==> config.mk <==
export PLATFORM = sky130hd
export DESIGN_NAME = alu_sphere_sequencer
export DESIGN_NICKNAME = d
export VERILOG_FILES = /design/src/rtl/calc_pkg.sv /design/src/rtl/seq_prog_rom.sv /design/src/rtl/alu_sphere_sequencer.sv
export SDC_FILE = /design/constraint.sdc
export NUM_CORES = 1
export LEC_CHECK = 0
export CAP_MARGIN = 10
export CORE_UTILIZATION = 25
export DETAILED_ROUTE_END_ITERATION = 8
export SLEW_MARGIN = 20
export SYNTH_ARGS = -nofsm -noshare
export SYNTH_HDL_FRONTEND = slang
export SYNTH_SLANG_ARGS = --single-unit
==> constraint.sdc <==
create_clock -name clk -period 2.4 [get_ports clk]
set_clock_uncertainty 0.1 [all_clocks]
set_input_delay 0.24 -clock clk [delete_from_list [all_inputs] [get_ports clk]]
set_output_delay 0.24 -clock clk [all_outputs]
set_load 0.01 [all_outputs]
==> src/rtl/calc_pkg.sv <==
// Shared constants and types for the ALU sphere-volume sequencer: ALU opcodes,
// program constants, sequencer states and ROM operand selectors.
package calc_pkg;

  localparam logic [3:0] OP_HOLD  = 4'b0000;
  localparam logic [3:0] OP_MUL   = 4'b0010;
  localparam logic [3:0] OP_DIV   = 4'b0011;
  localparam logic [3:0] OP_RESET = 4'b1100;
  localparam logic [3:0] OP_EXP   = 4'b1111;

  localparam int unsigned K_PI   = 3141;
  localparam int unsigned K_FOUR = 4;
  localparam int unsigned K_DIV  = 3000;

  localparam logic [2:0] LAST_STEP = 3'd4;

  typedef enum logic [1:0] {
    S_IDLE,
    S_RUN,
    S_DONE,
    S_ERR
  } seq_state_e;

  typedef enum logic [2:0] {
    PSEL_ZERO,
    PSEL_RADIUS,
    PSEL_PI,
    PSEL_FOUR,
    PSEL_DIV
  } psel_e;

  typedef enum logic {
    QSEL_ZERO,
    QSEL_EXP
  } qsel_e;

endpackage

==> src/rtl/seq_prog_rom.sv <==
// Combinational program ROM: maps the current step to the ALU opcode and the
// operand selectors; emits HOLD with zero operands whenever not enabled.
module seq_prog_rom
  import calc_pkg::*;
(
  input  logic       en_i,
  input  logic [2:0] step_i,
  output logic [3:0] op_o,
  output psel_e      psel_o,
  output qsel_e      qsel_o
);

  always_comb begin
    op_o   = OP_HOLD;
    psel_o = PSEL_ZERO;
    qsel_o = QSEL_ZERO;
    if (en_i) begin
      case (step_i)
        3'd0: op_o = OP_RESET;
        3'd1: begin
          op_o   = OP_EXP;
          psel_o = PSEL_RADIUS;
          qsel_o = QSEL_EXP;
        end
        3'd2: begin
          op_o   = OP_MUL;
          psel_o = PSEL_PI;
        end
        3'd3: begin
          op_o   = OP_MUL;
          psel_o = PSEL_FOUR;
        end
        3'd4: begin
          op_o   = OP_DIV;
          psel_o = PSEL_DIV;
        end
        default: op_o = OP_HOLD;
      endcase
    end
  end

endmodule

==> src/rtl/alu_sphere_sequencer.sv <==
// Five-step ALU micro-sequencer computing (4*3141/3000)*r^3 via the shared ALU.
// Define SEQ_ERROR_ABORT_EN to abort the program on the first nonzero ALU error.
module alu_sphere_sequencer
  import calc_pkg::*;
#(
  parameter int WIDTH = 32,
  parameter int EXP_Q = 3
) (
  input  logic             clk,
  input  logic             rst_n,
  input  logic             start,
  input  logic [WIDTH-1:0] radius,
  output logic             busy,
  output logic             done,
  output logic [WIDTH-1:0] result,
  output logic [1:0]       error,
  output logic [WIDTH-1:0] alu_p,
  output logic [WIDTH-1:0] alu_q,
  output logic [3:0]       alu_op,
  input  logic [WIDTH-1:0] alu_out,
  input  logic [1:0]       alu_err
);

  seq_state_e       state_q, state_d;
  logic [2:0]       step_q, step_d;
  logic [WIDTH-1:0] radius_q, radius_d;
  logic [WIDTH-1:0] result_q, result_d;
  logic [1:0]       error_q, error_d;
  logic             done_q, done_d;
  logic             abort_now;
  psel_e            psel;
  qsel_e            qsel;

  always_ff @(posedge clk or negedge rst_n) begin
    if (!rst_n) begin
      state_q  <= S_IDLE;
      step_q   <= '0;
      radius_q <= '0;
      result_q <= '0;
      error_q  <= '0;
      done_q   <= 1'b0;
    end else begin
      state_q  <= state_d;
      step_q   <= step_d;
      radius_q <= radius_d;
      result_q <= result_d;
      error_q  <= error_d;
      done_q   <= done_d;
    end
  end

  always_comb begin
    abort_now = 1'b0;
`ifdef SEQ_ERROR_ABORT_EN
    abort_now = (alu_err != 2'b00);
`endif
  end

  always_comb begin
    state_d  = state_q;
    step_d   = step_q;
    radius_d = radius_q;
    result_d = result_q;
    error_d  = error_q;
    done_d   = 1'b0;
    case (state_q)
      S_IDLE: begin
        // The done cycle is itself IDLE, so a start seen alongside done is dropped.
        if (start && !done_q) begin
          radius_d = radius;
          error_d  = 2'b00;
          step_d   = 3'd0;
          state_d  = S_RUN;
        end
      end
      S_RUN: begin
        if ((alu_err != 2'b00) && (error_q == 2'b00)) begin
          error_d = alu_err;
        end
        if (abort_now) begin
          state_d = S_ERR;
        end else if (step_q == LAST_STEP) begin
          state_d = S_DONE;
        end else begin
          step_d = step_q + 3'd1;
        end
      end
      S_DONE, S_ERR: begin
        result_d = alu_out;
        done_d   = 1'b1;
        step_d   = 3'd0;
        state_d  = S_IDLE;
      end
      default: state_d = S_IDLE;
    endcase
  end

  seq_prog_rom u_rom (
    .en_i   (state_q == S_RUN),
    .step_i (step_q),
    .op_o   (alu_op),
    .psel_o (psel),
    .qsel_o (qsel)
  );

  always_comb begin
    alu_p = '0;
    case (psel)
      PSEL_RADIUS: alu_p = radius_q;
      PSEL_PI:     alu_p = WIDTH'(K_PI);
      PSEL_FOUR:   alu_p = WIDTH'(K_FOUR);
      PSEL_DIV:    alu_p = WIDTH'(K_DIV);
      default:     alu_p = '0;
    endcase
  end

  assign alu_q  = (qsel == QSEL_EXP) ? WIDTH'(EXP_Q) : '0;
  assign busy   = (state_q != S_IDLE);
  assign done   = done_q;
  assign result = result_q;
  assign error  = error_q;

endmodule

==> summary.md, run 1 <==
Global route
- 0 — number of antenna violations at the first check in global routing
- 13,700 um — wire length of the first global-routing pass
- 12.3% — GRT Total Usage
- 73 — maximum number of pins on one net before global-route repair
- 0 — overflow left after global routing
- 2,700 — vias in the first global route

Routing
- 0 — antenna violation net count after detailed routing
- 86 — detailed router's first-iteration violation count
- 6 — Pre-antenna DRT Iters
- 4.22 — average vias per placed instance
- 13.9 um — post-DR wirelength/cell
- 2 — DRC Markers
- 2,610 — total number of vias
- 8570 um — Detailed Route WL

Synth
- 0 — number of synthesized flops with an enable pin
- sky130_fd_sc_hd__dfrtp_1 — cell taking the most area after synthesis
- 12.6 um2 — synthesized area per cell
- 3520 um2 — Netlist Area Pre-Place
- sky130_fd_sc_hd__dfrtp_1 — Post-synth top flop
- sky130_fd_sc_hd__dfrtp_1 (51%), sky130_fd_sc_hd__mux2_2 (12%), sky130_fd_sc_hd__mux2_4 (11%) — Synth area leaders
- 100% — share of flip-flops with an asynchronous set or reset
- 51.2% — fraction of synthesized cell area taken by the top area cell type
- 280 — gate count after technology mapping
- 51.2% — share of synthesized area occupied by flip-flops and latches
- 72 — flip-flop and latch count after synthesis
- 0 — count of warnings emitted by yosys
- 35 — post-synthesis cell type count

Worst setup path
- 2.10 ns — Critical Path AT
- 4 — highest net fanout along the worst path
- flop — Worst setup SP type
- output pin — kind of end point of the critical path
- 2.06 ns — WP data required
- flop to output pin — Setup Crit Path Kind

Power and ir drop
- 2.49 nW — reported leakage power
- 0.550 mV — maximum ir drop on the vdd rail
- 1310 nW/um2 — Pwr Density
- 7.05 mW — final total power

STA
- 0 — number of endpoints with negative hold slack in the final report
- -0.219 ns — setup_tns
- yes — unrepaired setup endpoints after global routing
- 0 — number of pins exceeding their max-slew limit in the final report
- 2.44 ns — final critical-path required period
- -0.0444 ns — worst setup margin
- 102% — period utilisation layout
- 409 MHz — Max Fclk
- 0.373 ns — smallest hold slack
- 13 — # setup viols final

Finish
- 39.0% — final design utilization
- 34.0% — layout cells sized above 1
- 0 — antenna diode count
- 5400 um2 — final standard cell area without fillers
- 53.3% — growth of design area from synthesis to finish
- 506 — layout net count
- 618 — number of standard cells in the layout, taps in and fillers out
- 1,337 — # fillers

Clock tree
- 0.32 ns — Clk Latency, worst-skew pair
- 9 — clock buffer count from CTS
- yes — clock tree from TritonCTS
- 3 — maximum level of the CTS H-tree
- 2 — maximum count of clock buffers along a single path
- 72 — CTS Sinks
- 0.06 ns — clock slew seen by the registers of the worst setup and hold paths
- sky130_fd_sc_hd__clkbuf_16 — clock tree root driver cell

Floorplanning
- 173 — I/O pin total
- 43 — site row count
- 121 um — floorplan die width
- 121 um — vertical extent of the die
- 14,600 um2 — area of the die
- 13,800 um2 — Core Footprint
- 25.5% — effective utilization at floorplan

Placement
- 5130 um2 — total cell area at the placement stage
- 0.789 — Placer Congestion
- 6010 um — post-detailed-placement half-perimeter wirelength
- 142 — number of I/O port buffers
- -0.224 ns — pre-CTS worst setup slack
- 601 — Placed Instances

Status
- finished with violations — outcome
- design-rule violations, negative setup slack — violations in the final reports

Worst hold path
- input pin to async pin — path type of the worst min-delay path

Run
- 0 — max-cap viol count

==> cells by family (layout without fill, tap and decap cells) <==
family	after synthesis	after routing	synth area share, %
AO/OA/AOI/OAI	23	23	4.09
other	1	30	0.106
adder cells (fa/ha/maj)	4	4	1.42
flip-flops	72	72	51.2
AND/OR/NAND/NOR	58	58	9.06
multiplexers	66	66	23.7
buffers and inverters	56	185	10.5
==> worst max-delay path, stage by stage (launching register included) <==
cell	delay, ns
sky130_fd_sc_hd__dfrtp_1	0.39
sky130_fd_sc_hd__ha_2	0.21
sky130_fd_sc_hd__ha_4	0.16
sky130_fd_sc_hd__or2_4	0.25
sky130_fd_sc_hd__or4_4	0.51
sky130_fd_sc_hd__o21ai_1	0.10
sky130_fd_sc_hd__buf_2	0.15
==> metal layers <==
layer  track usage, %  routed length [um]  vias up
met5                0                   0        -
met4             3.70                 117        0
met3             5.00                 762       14
met2             21.3                4190      119
met1             13.6                3500     1262
li1                 -                   -     1215
==> synthesized netlist by cell type, drive strengths merged (2+ instances only) <==
cell    number
dfrtp       72
mux2        64
buf         41
and3        22
nand2       17
clkbuf      11
o21ai       10
a21oi        4
ha           4
inv          3
nor2b        3
a31oi        2
a32o         2
mux2i        2
nand2b       2
nand3        2
nand3b       2
nand4        2
nor2         2
or2          2
==> state kept, by name (all words and copies together) (netlist names) <==
register and count:
state_q 2, radius_q 32, step_q 3, error 2, done 1, result 32
==> what timing repair did <==
item | CTS | global route
endpoints found under the setup margin | 34 | 32
gates resized for setup | 140 | 4
pin swaps | 3 | 2
hold buffers | 1 | 0
endpoints found under the hold margin | 72 | 0
buffers inserted | 1 | 1
==> cells in the final DEF, fill, tap and decap left out, types with 10 or more instances in the layout <==
| master | count |
|---|---|
| sky130_fd_sc_hd__buf_4 | 21 |
| sky130_fd_sc_hd__clkdlybuf4s50_1 | 107 |
| sky130_fd_sc_hd__mux2_4 | 25 |
| sky130_fd_sc_hd__clkdlybuf4s15_2 | 10 |
| sky130_fd_sc_hd__and3_1 | 22 |
| sky130_fd_sc_hd__buf_2 | 21 |
| sky130_fd_sc_hd__mux2_2 | 39 |
| sky130_fd_sc_hd__nand2_1 | 17 |
| sky130_fd_sc_hd__dfrtp_1 | 72 |
| sky130_fd_sc_hd__conb_1 | 30 |
==> where the power goes <==
part	total [mW]	internal [mW]	switching [mW]
clock network	1.38	0.889	0.489
logic	3.50	2.04	1.45
registers	2.17	1.84	0.331
total	7.05	4.77	2.27
==> path summary, 6_finish.rpt <==
check / depth (start not counted) / endpoint / slack (ns) / startpoint
setup / recovery: 6 / alu_p[0] / -0.04 / step_q[0]
hold / removal: 3 / result[12] / 0.37 / rst_n
setup reg to reg: 3 / radius_q[17] / 0.49 / state_q[1]
hold reg to reg: 1 / radius_q[1] / 0.39 / radius_q[1]
max in group asynchronous: 3 / radius_q[29] / 1.52 / rst_n
min in group clk: 1 / radius_q[1] / 0.39 / radius_q[1]
==> cell type report <==
type / count / area (um2) / area share, %
clock buffers: 12 / 267 / 4.94
clock inverters: 4 / 51.3 / 0.950
inverters: 4 / 15.0 / 0.278
multi-input cells: 181 / 1520 / 28.1
flip-flops and latches: 72 / 1800 / 33.4
well taps: 180 / 225 / 4.17
repair buffers: 165 / 1520 / 28.1
Power figures use the tool's default switching activity.
==> run 2: changes to the inputs <==
--- a/config.mk
+++ b/config.mk
@@ -11,4 +11,5 @@
 export SLEW_MARGIN = 20
 export SYNTH_ARGS = -nofsm -noshare
 export SYNTH_HDL_FRONTEND = slang
+export SYNTH_HIERARCHICAL = 1
 export SYNTH_SLANG_ARGS = --single-unit
==> run 2 against run 1 <==
The flow now finishes without violations; largest cell class unchanged; global-route usage up 0.097 points; sequential cell count unchanged; highest routed layer unchanged; register-to-register slack worse by 0.30 ns; final cell count down 0.97%; worst setup slack better by 0.10 ns; final area down 0.60%; largest power group unchanged; sequential share of layout area up 0.20 points; synthesized area down 1.1%; clock power down 3%; first-iteration DRC count down 67%.
==> summary.md, run 2 <==
Finish
- 502 — layout net count
- 612 — number of standard cells in the layout, taps in and fillers out
- 32.8% — layout cells sized above 1
- 54.1% — growth of design area from synthesis to finish
- sky130_fd_sc_hd__clkdlybuf4s50_1 — most common library cell in the layout ignoring fill and taps
- 40.0% — final design utilization
- sky130_fd_sc_hd__clkdlybuf4s50_1 (107), sky130_fd_sc_hd__dfrtp_1 (72), sky130_fd_sc_hd__mux2_2 (39) — top library cells by usage in the layout, fill and taps aside
- 0 — antenna diode count

Floorplanning
- 120 um — floorplan die width
- 120 um — vertical extent of the die
- 26.0% — effective utilization at floorplan
- 14,400 um2 — area of the die
- 173 — I/O pin total
- 42 — site row count
- 13,400 um2 — Core Footprint

Routing
- 28 — detailed router's first-iteration violation count
- 0 — antenna violation net count after detailed routing
- 8390 um — Detailed Route WL
- 0 — DRC Markers
- 13.7 um — post-DR wirelength/cell
- 4 — Pre-antenna DRT Iters
- 4.10 — average vias per placed instance
- 2,508 — total number of vias

Power and ir drop
- 0.642 mV — maximum ir drop on the vdd rail
- 1310 nW/um2 — Pwr Density
- 2.18 mW — NetSw
- 19.1% — clock power share
- 31.0% — net switching share of the total power
- 50.3% — relative contribution of combinational cells to total power
- 30.6% — Reg power frac
- 2.50 nW — reported leakage power
- 4.86 mW — cell-internal power

Placement
- 585 — Placed Instances
- 0.724 — Placer Congestion
- 142 — number of I/O port buffers
- 5680 um — post-detailed-placement half-perimeter wirelength

Clock tree
- 72 — CTS Sinks
- 0.33 ns — Clk Latency, worst-skew pair
- 2 — maximum count of clock buffers along a single path
- yes — clock tree from TritonCTS
- 3 — maximum level of the CTS H-tree
- sky130_fd_sc_hd__clkbuf_16 — clock tree root driver cell
- 0.05 ns — clock slew seen by the registers of the worst setup and hold paths
- 9 — clock buffer count from CTS

Synth
- 51.7% — share of synthesized area occupied by flip-flops and latches
- 12.9 um2 — synthesized area per cell
- sky130_fd_sc_hd__dfrtp_1 — most frequent cell after synthesis
- sky130_fd_sc_hd__dfrtp_1 (52%), sky130_fd_sc_hd__mux2_2 (13%), sky130_fd_sc_hd__mux2_4 (11%) — Synth area leaders
- sky130_fd_sc_hd__dfrtp_1 — Post-synth top flop
- 100% — share of flip-flops with an asynchronous set or reset
- 270 — gate count after technology mapping
- sky130_fd_sc_hd__dfrtp_1 (72), sky130_fd_sc_hd__mux2_2 (39), sky130_fd_sc_hd__buf_4 (33), sky130_fd_sc_hd__mux2_4 (25), sky130_fd_sc_hd__and2_1 (21) — Post-synth top cells
- 32 — post-synthesis cell type count
- 3480 um2 — Netlist Area Pre-Place
- sky130_fd_sc_hd__dfrtp_1 — cell taking the most area after synthesis
- 72 — flip-flop and latch count after synthesis
- 51.7% — fraction of synthesized cell area taken by the top area cell type
- 0 — number of synthesized flops with an enable pin
- 6 — count of warnings emitted by yosys

STA
- 38.8% — slew margin rel.
- 0.919 ns — Slew @ Worst Pin
- 427 MHz — Max Fclk
- 0 ns — setup_tns
- yes — unrepaired setup endpoints after global routing
- 97.7% — period utilisation layout
- 0 — number of endpoints with negative hold slack in the final report
- 0 — # setup viols final
- 0 — number of pins exceeding their max-slew limit in the final report
- 2.34 ns — final critical-path required period

Global route
- 13,500 um — wire length of the first global-routing pass
- 2,707 — vias in the first global route
- 0 — overflow left after global routing
- 12.4% — GRT Total Usage
- 73 — maximum number of pins on one net before global-route repair
- 0 — number of antenna violations at the first check in global routing

Worst setup path
- 2.00 ns — Critical Path AT
- output pin — kind of end point of the critical path
- 4 — highest net fanout along the worst path
- 2.06 ns — WP data required
- flop — Worst setup SP type
- flop to output pin — Setup Crit Path Kind

Worst hold path
- flop to flop — path type of the worst min-delay path

Status
- complete, no violations — outcome

Run
- 0 — max-cap viol count

==> run 2: changes by cell type after synthesis, moves of 3 or more <==
cell / before / now
sky130_fd_sc_hd__clkbuf_1: 11 / 7
sky130_fd_sc_hd__a21oi_1: 4 / 13
sky130_fd_sc_hd__and2_1: 0 / 21
sky130_fd_sc_hd__nor3b_1: 0 / 3
sky130_fd_sc_hd__and3_1: 22 / 2
sky130_fd_sc_hd__nand2_1: 17 / 14
sky130_fd_sc_hd__o21ai_0: 10 / 2
==> run 2: cells by family after synthesis <==
logic type,synth area share [%]
AOI/OAI and AO/OA,3.84
xor gates and xnor gates,0.252
adders and majority gates,0.719
buffers and inverters,9.99
DFF,51.7
muxes,23.4
other,0.108
and+or+nand+nor,9.95
==> run 2: layout make-up <==
cell class / count / area [um2]
clock buffers: 13 / 260
clock inverters: 3 / 40.0
fillers: 1300 / 8040
inverters: 2 / 7.51
multi-input cells: 178 / 1480
flip-flops and latches: 72 / 1800
well taps: 176 / 220
repair buffers: 168 / 1550
==> run 2: power by group through the flow <==
stage | registers, mW | logic [mW] | clock network, mW
after floorplan | 2.27 | 1.72 | 0
after global placement | 2.15 | 3.43 | 0
after detailed placement | 2.16 | 3.48 | 0
final | 2.16 | 3.54 | 1.34
after CTS | 2.16 | 3.60 | 1.40
after global routing | 2.24 | 3.84 | 1.45
==> run 2: worst paths after layout <==
kind	startpoint	end	slack (ns)	depth (start not counted)
setup / recovery	state_q[1]	alu_p[27]	0.06	9
hold / removal	radius_q[1]	radius_q[1]	0.40	1
hold reg to reg	radius_q[1]	radius_q[1]	0.40	1
setup reg to reg	state_q[1]	radius_q[31]	0.19	3
min in group asynchronous	rst_n	radius_q[8]	0.50	2
max in group asynchronous	rst_n	result[2]	1.12	2
==> run 2: worst max-delay path: stages, from the launching register on <==
cell                      delay [ns]
sky130_fd_sc_hd__dfrtp_1        0.38
sky130_fd_sc_hd__nor2b_2        0.16
sky130_fd_sc_hd__and3b_2        0.22
sky130_fd_sc_hd__nor2b_4        0.14
sky130_fd_sc_hd__nor2b_4        0.23
sky130_fd_sc_hd__buf_6          0.14
sky130_fd_sc_hd__buf_6          0.10
sky130_fd_sc_hd__buf_6          0.08
sky130_fd_sc_hd__and2_4         0.13
sky130_fd_sc_hd__buf_6          0.09
==> run 2: stage by stage <==
step | power [mW] | hold slack (ns) | setup WS [ns] | cell area [um2]
finish | 7.04 | 0.396 | 0.0558 | 5370
global route | 7.53 | 0.406 | -0.0892 | 5370
CTS | 7.15 | 0.395 | -0.0530 | 5400
detailed placement | 5.64 | 0.342 | -0.00773 | 5000
global placement | 5.57 | 0.331 | 0.0595 | 5000
floorplan | 3.99 | -0.156 | 0.0492 | 3590
==> run 2: repair_timing <==
| item | CTS | global route |
|---|---|---|
| setup endpoints to repair | 34 | 33 |
| endpoints found under the hold margin | 72 | 0 |
| setup buffers | 7 | 2 |
| cloned | 3 | 0 |
| hold buffers | 1 | 0 |
| pin swaps | 1 | 1 |
| resized for setup | 74 | 51 |
==> run 2: metal layers <==
layer	GRT usage, %	up-vias	share of wire (%)
li1	-	1177	-
met1	14.0	1193	41
met2	19.3	123	46
met3	6.27	15	11
met4	5.70	0	2.0
met5	0	-	0
